==> config.mk <==
export PLATFORM = sky130hd
export DESIGN_NAME = game_round_controller
export DESIGN_NICKNAME = d
export VERILOG_FILES = /design/src/rtl/game_round_pkg.sv /design/src/rtl/game_round_controller_key_edge.sv /design/src/rtl/game_round_controller.sv
export SDC_FILE = /design/constraint.sdc
export NUM_CORES = 1
export LEC_CHECK = 0
export ABC_AREA = 1
export CAP_MARGIN = 15
export CORE_AREA = 8 8 60 62
export CTS_CLUSTER_DIAMETER = 40
export DETAILED_ROUTE_END_ITERATION = 8
export DIE_AREA = 0 0 68 70
export PLACE_DENSITY_LB_ADDON = 0.12
export SYNTH_ARGS = -nofsm -noshare
export SYNTH_HDL_FRONTEND = slang
export SYNTH_SLANG_ARGS = --single-unit
==> constraint.sdc <==
create_clock -name clk -period 2.5 [get_ports clk]
set_input_delay 0.5 -clock clk [delete_from_list [all_inputs] [get_ports clk]]
set_output_delay 0.5 -clock clk [all_outputs]
set_load 0.01 [all_outputs]
==> src/rtl/game_round_pkg.sv <==
// Shared types and defaults for the target/torpedo round sequencer.
package game_round_pkg;

  localparam int unsigned N_SHOTS_DEF     = 3;
  localparam int unsigned SHOT_WIDTH_DEF  = 3;
  localparam int unsigned SCORE_WIDTH_DEF = 8;

  // Round sequencer states, 3-bit binary encoding.
  typedef enum logic [2:0] {
    S_START      = 3'd0,
    S_TGT_SETTLE = 3'd1,
    S_FLY        = 3'd2,
    S_TOR_SETTLE = 3'd3,
    S_SHOT       = 3'd4,
    S_END_START  = 3'd5,
    S_END_WAIT   = 3'd6
  } state_t;

endpackage

==> src/rtl/game_round_controller_key_edge.sv <==
// Fire-button conditioner: 2-flop synchronizer followed by a rising-edge
// detector. One o_fire cycle per press; a held key never repeats.
module game_key_edge (
  input  logic clk,
  input  logic rst_n,
  input  logic i_key,
  output logic o_fire
);

  logic r_sync1;
  logic r_sync2;
  logic r_prev;

  // Synchronize the asynchronous key and keep its previous synchronized value.
  always_ff @(posedge clk or negedge rst_n) begin
    if (!rst_n) begin
      r_sync1 <= 1'b0;
      r_sync2 <= 1'b0;
      r_prev  <= 1'b0;
    end else begin
      r_sync1 <= i_key;
      r_sync2 <= r_sync1;
      r_prev  <= r_sync2;
    end
  end

  assign o_fire = r_sync2 & ~r_prev;

endmodule

==> src/rtl/game_round_controller.sv <==
// Master sequencer for the target/torpedo game: launches the target, fires
// torpedoes on key presses, scores hits and runs the end-of-round timer.
// Every output is a register that reflects what the state did on the
// previous clock, so write pulses and enables of a sprite never overlap.
module game_round_controller
  import game_round_pkg::*;
#(
  parameter int unsigned N_SHOTS     = N_SHOTS_DEF,
  parameter int unsigned SHOT_WIDTH  = SHOT_WIDTH_DEF,
  parameter int unsigned SCORE_WIDTH = SCORE_WIDTH_DEF
) (
  input  logic                   clk,
  input  logic                   reset,
  input  logic                   key,
  output logic                   sprite_target_write_xy,
  output logic                   sprite_target_write_dxy,
  output logic                   sprite_target_enable_update,
  output logic                   sprite_torpedo_write_xy,
  output logic                   sprite_torpedo_write_dxy,
  output logic                   sprite_torpedo_enable_update,
  input  logic                   sprite_target_within_screen,
  input  logic                   sprite_torpedo_within_screen,
  input  logic                   collision,
  output logic                   game_won,
  output logic                   end_of_game_timer_start,
  input  logic                   end_of_game_timer_running,
  output logic [SHOT_WIDTH-1:0]  shots_left,
  output logic [SCORE_WIDTH-1:0] score
);

  state_t                 r_state;
  logic                   r_tgt_wxy;
  logic                   r_tgt_wdxy;
  logic                   r_tgt_en;
  logic                   r_tor_wxy;
  logic                   r_tor_wdxy;
  logic                   r_tor_en;
  logic                   r_won;
  logic                   r_timer_start;
  logic [SHOT_WIDTH-1:0]  r_shots;
  logic [SCORE_WIDTH-1:0] r_score;
  logic                   r_seen_run;
  logic                   r_idle_once;
  logic                   w_fire;

  game_key_edge u_key_edge (
    .clk    (clk),
    .rst_n  (reset),
    .i_key  (key),
    .o_fire (w_fire)
  );

  // Round sequencer with registered pulse, enable, score and shot outputs.
  always_ff @(posedge clk or negedge reset) begin
    if (!reset) begin
      r_state       <= S_START;
      r_tgt_wxy     <= 1'b0;
      r_tgt_wdxy    <= 1'b0;
      r_tgt_en      <= 1'b0;
      r_tor_wxy     <= 1'b0;
      r_tor_wdxy    <= 1'b0;
      r_tor_en      <= 1'b0;
      r_won         <= 1'b0;
      r_timer_start <= 1'b0;
      r_shots       <= '0;
      r_score       <= '0;
      r_seen_run    <= 1'b0;
      r_idle_once   <= 1'b0;
    end else begin
      r_tgt_wxy     <= 1'b0;
      r_tgt_wdxy    <= 1'b0;
      r_tor_wxy     <= 1'b0;
      r_tor_wdxy    <= 1'b0;
      r_timer_start <= 1'b0;
      case (r_state)
        S_START: begin
          r_tgt_wxy  <= 1'b1;
          r_tgt_wdxy <= 1'b1;
          r_tgt_en   <= 1'b0;
          r_tor_en   <= 1'b0;
          r_shots    <= SHOT_WIDTH'(N_SHOTS);
          r_won      <= 1'b0;
          r_state    <= S_TGT_SETTLE;
        end
        S_TGT_SETTLE: begin
          r_tgt_en <= 1'b0;
          r_tor_en <= 1'b0;
          r_state  <= S_FLY;
        end
        S_FLY: begin
          r_tgt_en <= 1'b1;
          r_tor_en <= 1'b0;
          if (!sprite_target_within_screen) begin
            r_state <= S_END_START;
          end else if (w_fire && (r_shots != '0)) begin
            r_tor_wxy  <= 1'b1;
            r_tor_wdxy <= 1'b1;
            r_shots    <= r_shots - SHOT_WIDTH'(1);
            r_state    <= S_TOR_SETTLE;
          end
        end
        S_TOR_SETTLE: begin
          r_tgt_en <= 1'b1;
          r_tor_en <= 1'b0;
          r_state  <= S_SHOT;
        end
        S_SHOT: begin
          r_tgt_en <= 1'b1;
          r_tor_en <= 1'b1;
          if (collision) begin
            r_won <= 1'b1;
            if (r_score != '1) begin
              r_score <= r_score + SCORE_WIDTH'(1);
            end
            r_state <= S_END_START;
          end else if (!sprite_target_within_screen) begin
            r_state <= S_END_START;
          end else if (!sprite_torpedo_within_screen) begin
            r_state <= S_FLY;
          end
        end
        S_END_START: begin
          r_tgt_en      <= 1'b0;
          r_tor_en      <= 1'b0;
          r_timer_start <= 1'b1;
          r_seen_run    <= 1'b0;
          r_idle_once   <= 1'b0;
          r_state       <= S_END_WAIT;
        end
        S_END_WAIT: begin
          r_tgt_en <= 1'b0;
          r_tor_en <= 1'b0;
          // Exit on running 1->0, or after two consecutive idle samples
          // when the timer never reports running.
          if (end_of_game_timer_running) begin
            r_seen_run  <= 1'b1;
            r_idle_once <= 1'b0;
          end else if (r_seen_run || r_idle_once) begin
            r_state <= S_START;
          end else begin
            r_idle_once <= 1'b1;
          end
        end
        default: begin
          r_state <= S_START;
        end
      endcase
    end
  end

  assign sprite_target_write_xy       = r_tgt_wxy;
  assign sprite_target_write_dxy      = r_tgt_wdxy;
  assign sprite_target_enable_update  = r_tgt_en;
  assign sprite_torpedo_write_xy      = r_tor_wxy;
  assign sprite_torpedo_write_dxy     = r_tor_wdxy;
  assign sprite_torpedo_enable_update = r_tor_en;
  assign game_won                     = r_won;
  assign end_of_game_timer_start      = r_timer_start;
  assign shots_left                   = r_shots;
  assign score                        = r_score;

endmodule

== Word-level counts from Yosys, hierarchy flattened ==
Cells that the tools add are included.
Storage, ports and cells
  bits in registers: 25
  input bits: 7
  output and inout port bits: 19
  logic and storage cells: 77
Operators by class
  add/sub/neg operators: 2
  eq/ne operators: 16
  multiplexer cells: 25
  bitwise gates (word level): 2
  reduce and logical (&&, ||, !) cells: 18
Operators by type and width (count)
  $mux W3: 9
  $pmux W3 S7: 1
  $ne A2 B2 Y1 const B: 6
  $pmux W1 S2: 5
  $reduce_bool A2 Y1: 5
  $eq A3 B3 Y1 const B: 3
  $mux W1: 9
  $add A8 B1 Y8 const B: 1
  $ne A8 B8 Y1 const B: 1
  $eq A3 B2 Y1 const B: 2
  $ne A3 B3 Y1 const B: 2
  $pmux W3 S2: 1
  $reduce_and A2 Y1: 3
  $reduce_and A3 Y1: 2
  $reduce_or A6 Y1: 1
  $ne A4 B4 Y1 const B: 1
  $reduce_and A4 Y1: 1
  $reduce_or A4 Y1: 1
  $eq A3 B1 Y1 const B: 1
  $logic_not A3 Y1: 1
  $reduce_bool A3 Y1: 1
  $reduce_or A3 Y1: 1
  $sub A3 B1 Y3 const B: 1
  $and A1 B1 Y1: 1
  3 further kinds: 3

== Longest topological paths before layout ==
  depth in word-level cells: 6
  mapped depth: 8
  gate-level depth less buffers: 8

== By module ==
A second synthesis with hierarchy kept.
Second synthesis, totals
  cell total of the unflattened synthesis: 162
  area total of the unflattened synthesis: 1335.0 µm²
By module, submodules not included
  game_round_controller: instances 1, cells each 157, area each 1249.9 µm²
  game_key_edge: instances 1, cells each 5, area each 85.1 µm²

== Worst setup path before layout ==
No wires, ideal clock.
  kind: register to register
  start point: register r_score[1], in the netlist score[1]
  end point: register r_score[0], in the netlist score[0]
  data arrival time: 1215 ps
  data required time: 2421 ps
  setup slack: 1206 ps
  stages on the path, launching flop included: 7
  path buffers: 0
  clock period less this slack: 1294 ps
  cell sequence: dfrtp_1 > ha_1 > inv_1 > nor2_4 > nand2_1 > nand2_2 > xor2_1
On the way
  longest elaborated chain between the ends: 2
RTL lines
  from (decl): line game_round_controller.sv:41  | logic [SCORE_WIDTH-1:0] r_score;
  from (signal assigned): line game_round_controller.sv:113  | r_score <= r_score + SCORE_WIDTH'(1);
  $ne A8 B8 Y1: line game_round_controller.sv:112  | if (r_score != '1) begin
  $reduce_and A3 Y1 (no source line)
Every way passes these cells.
A chain may end at the register's enable or synchronous reset.

== Final worst setup path ==
  start point: register r_score[2], in the netlist score[2]
  end point: output score[2]
RTL lines
  to (decl): line game_round_controller.sv:28  | output logic [SCORE_WIDTH-1:0] score
No word-level cell between the ends.

==> impl_metrics.tcl <==
set metrics [dict create \
    cts_root_buffer "clkbuf_4" \
    placed_area_um2 1560 \
    fin_crit_ns 1.90 \
    postRouteAntennaNets 0 \
    setup_violations 0 \
    setup_ws_ns 0.602 \
    drc 0 \
    drt_wl_total_um 2870 \
    synth_top_area_cell "dfrtp_1" \
    hp-class "reg2reg" \
    p_per_area_nw_per_um2 1040 \
    slew_headroom_pct 78.1 \
    post-cts-setup-buffers 0 \
    whs_ns 0.373 \
    final_cell_area_um2 1590 \
    r2r_start "score[1]" \
    fin_tns_setup_ns 0 \
    initial_core_util_pct 48.0 \
    dp_cells 220 \
    grt_max_degree 26 \
    finalNonFillerCells 224 \
    gp_congestion 0.853 \
    die_height_um 70 \
    synth_warnings 0 \
    synth-seq-cells 25 \
    num_rows 19 \
    startpoint "score[2]" \
    hold_viol_final 0 \
    path_cells "clkdlybuf4s50_1" \
    numCtsBuffers 3 \
    synth_area_um2 1280 \
    dpl.hpwl_um 2240 \
    finalCritPeriodShare_pct 75.9 \
    clock_sinks 25 \
    worstHoldStart "u_key_edge.r_sync1" \
    antenna_cells 0 \
    port-buffer-count 25 \
    critical_path_peak_fanout 6 \
    vias_per_cell 5.07 \
    wl_per_cell_um 12.8 \
    yosysUniqueCellTypes 21 \
    cts_tree "done" \
    cts_buffer_depth 2 \
    grt_usage_pct 13.3 \
    clkSlewWorstSetupHoldPaths_ns 0.14 \
    clock_skew_ns 0.00964 \
    clkLatencyLatePin_ns 0.32 \
    synthesis.area_per_instance_um2 7.74 \
    grt.overflow.total 0 \
    ctsResizeCount 0 \
    power.leakage_nw 0.827 \
    mappedNetlistNets 175 \
    yosysSeqAreaShare_pct 49.0 \
    grt_pass1_wl_um 5070 \
    status "finished, final reports clean" \
    crit_buf_inv 1 \
    num_io_pins 26 \
    worstPathRequired_ns 2.00 \
    num_vias 1135 \
    reg2reg_slack_ns 1.09 \
    cp-end-kind "primary output" \
    maxCapViolations 0 \
    die-area_um2 4760 \
    netlist_top_cells_area "dfrtp_1 (49%), nand2_1 (17%), inv_1 (7.3%)" \
    ir_worst_vdd_uv 688 \
    areaGrowthSynthToFinish_pct 24.2 \
    netlist_instances 165 \
    core_area_um2 2660 \
    slew_viol_final 0 \
    place_ws_ns 0.766 \
    grt_pass1_vias 1126 \
    first_iter_violations 73 \
    fp.dieW_um 68 \
    startpoint_type "register" \
    nets 204 \
    rsz0062_at_grt "no" \
    dr.pass1.iters 4 \
    critical_path.top_delay_family "buffers and inverters" \
    slowest_stage "clkdlybuf4s50_1" \
    drive_gt1_share_pct 5.70 \
    max_stage_delay_ns 0.58 \
    antenna_found_initial 0 \
    fmax_ghz 0.527 \
    worst_ep_arrival_time_ns 1.40 \
    yosysTopAreaCellShare_pct 49.0 \
    tightest_slew_ns 0.329 \
    cts_max_level 1 \
    cts_hold_buf 0 \
    worstSetupPathType "reg2out" \
]
## synth_stat cells, drive strengths merged
cell type	count
xor2	2
dfrtp	25
buf	2
o21bai	2
nor2	17
nand3	9
xnor2	2
nand4	5
nor3	1
nand2	61
inv	26
a21oi	2
o21ai	7
a31oi	1
ha	3
## worst reg2reg max path: cells and delay by family (launching register included)
family / cells / cell delay (ns)
flip-flops: 1 / 0.45
AND/OR/NAND/NOR: 3 / 0.39
adder cells (fa/ha/maj): 1 / 0.26
XOR/XNOR: 1 / 0.15
buffers and inverters: 1 / 0.10
## through the flow
stage,utilization [%],total power [mW]
floorplan,-,1.14
global placement,58.6,1.47
detailed placement,58.6,1.49
CTS,59.6,1.68
global route,59.6,1.81
finish,59.6,1.65
## worst paths after layout
path | endpoint | cells after the start
max | score[2] | 1
min | u_key_edge.r_sync2 | 0
max reg2reg | score[0] | 6
min reg2reg | u_key_edge.r_sync2 | 0
max in group asynchronous | u_key_edge.r_sync1 | 2
min in group asynchronous | score[3] | 2
## kinds of logic after synthesis
family | count (synthesis) | synth area share (%)
simple gates | 93 | 30.5
buf+inv | 28 | 8.81
flops | 25 | 49.0
compound gates | 12 | 6.07
xor+xnor | 4 | 2.74
fa+ha+maj | 3 | 2.94
## state kept, by name, indices dropped and copies added, names as in the netlist
name	flops
score	8
r_state	3
shots_left	3
end_of_game_timer_start	1
game_won	1
r_idle_once	1
r_seen_run	1
sprite_target_enable_update	1
sprite_target_write_dxy	1
sprite_torpedo_enable_update	1
sprite_torpedo_write_dxy	1
u_key_edge.r_prev	1
u_key_edge.r_sync1	1
u_key_edge.r_sync2	1
## power by group
part	switching, mW	internal [mW]	leakage, nW
clock network	0.121	0.0598	0.0177
registers	0.153	0.545	0.313
logic	0.421	0.354	0.497
## cells in the final DEF, fill, tap and decap left out, drive strengths merged
cell,instances
clkdlybuf4s50,25
ha,3
buf,1
clkbuf,3
xnor2,2
a21oi,2
nor2,17
nand2,61
xor2,2
nand4,5
o21ai,7
inv,26
clkinv,1
a31oi,1
o21bai,2
nor3,1
dfrtp,25
nand3,9
## metal layers
metal  vias to the layer above  share of wire [%]  GRT usage (%)
met3                         4                6.8           3.35
met2                        30                 50           21.0
met1                       536                 42           16.3
met4                         0                1.1           6.15
li1                        565                  -              -
met5                         -                  0              0
## final cells by class
| class | count | area, µm² |
|---|---|---|
| clock inverter | 1 | 5.00 |
| inverter | 26 | 97.6 |
| sequential | 25 | 626 |
| tap | 31 | 38.8 |
| fill | 268 | 1080 |
| multi-input combinational | 112 | 539 |
| timing repair buffer | 26 | 258 |
| clock buffer | 3 | 22.5 |
(Power assumes the default switching activity.)
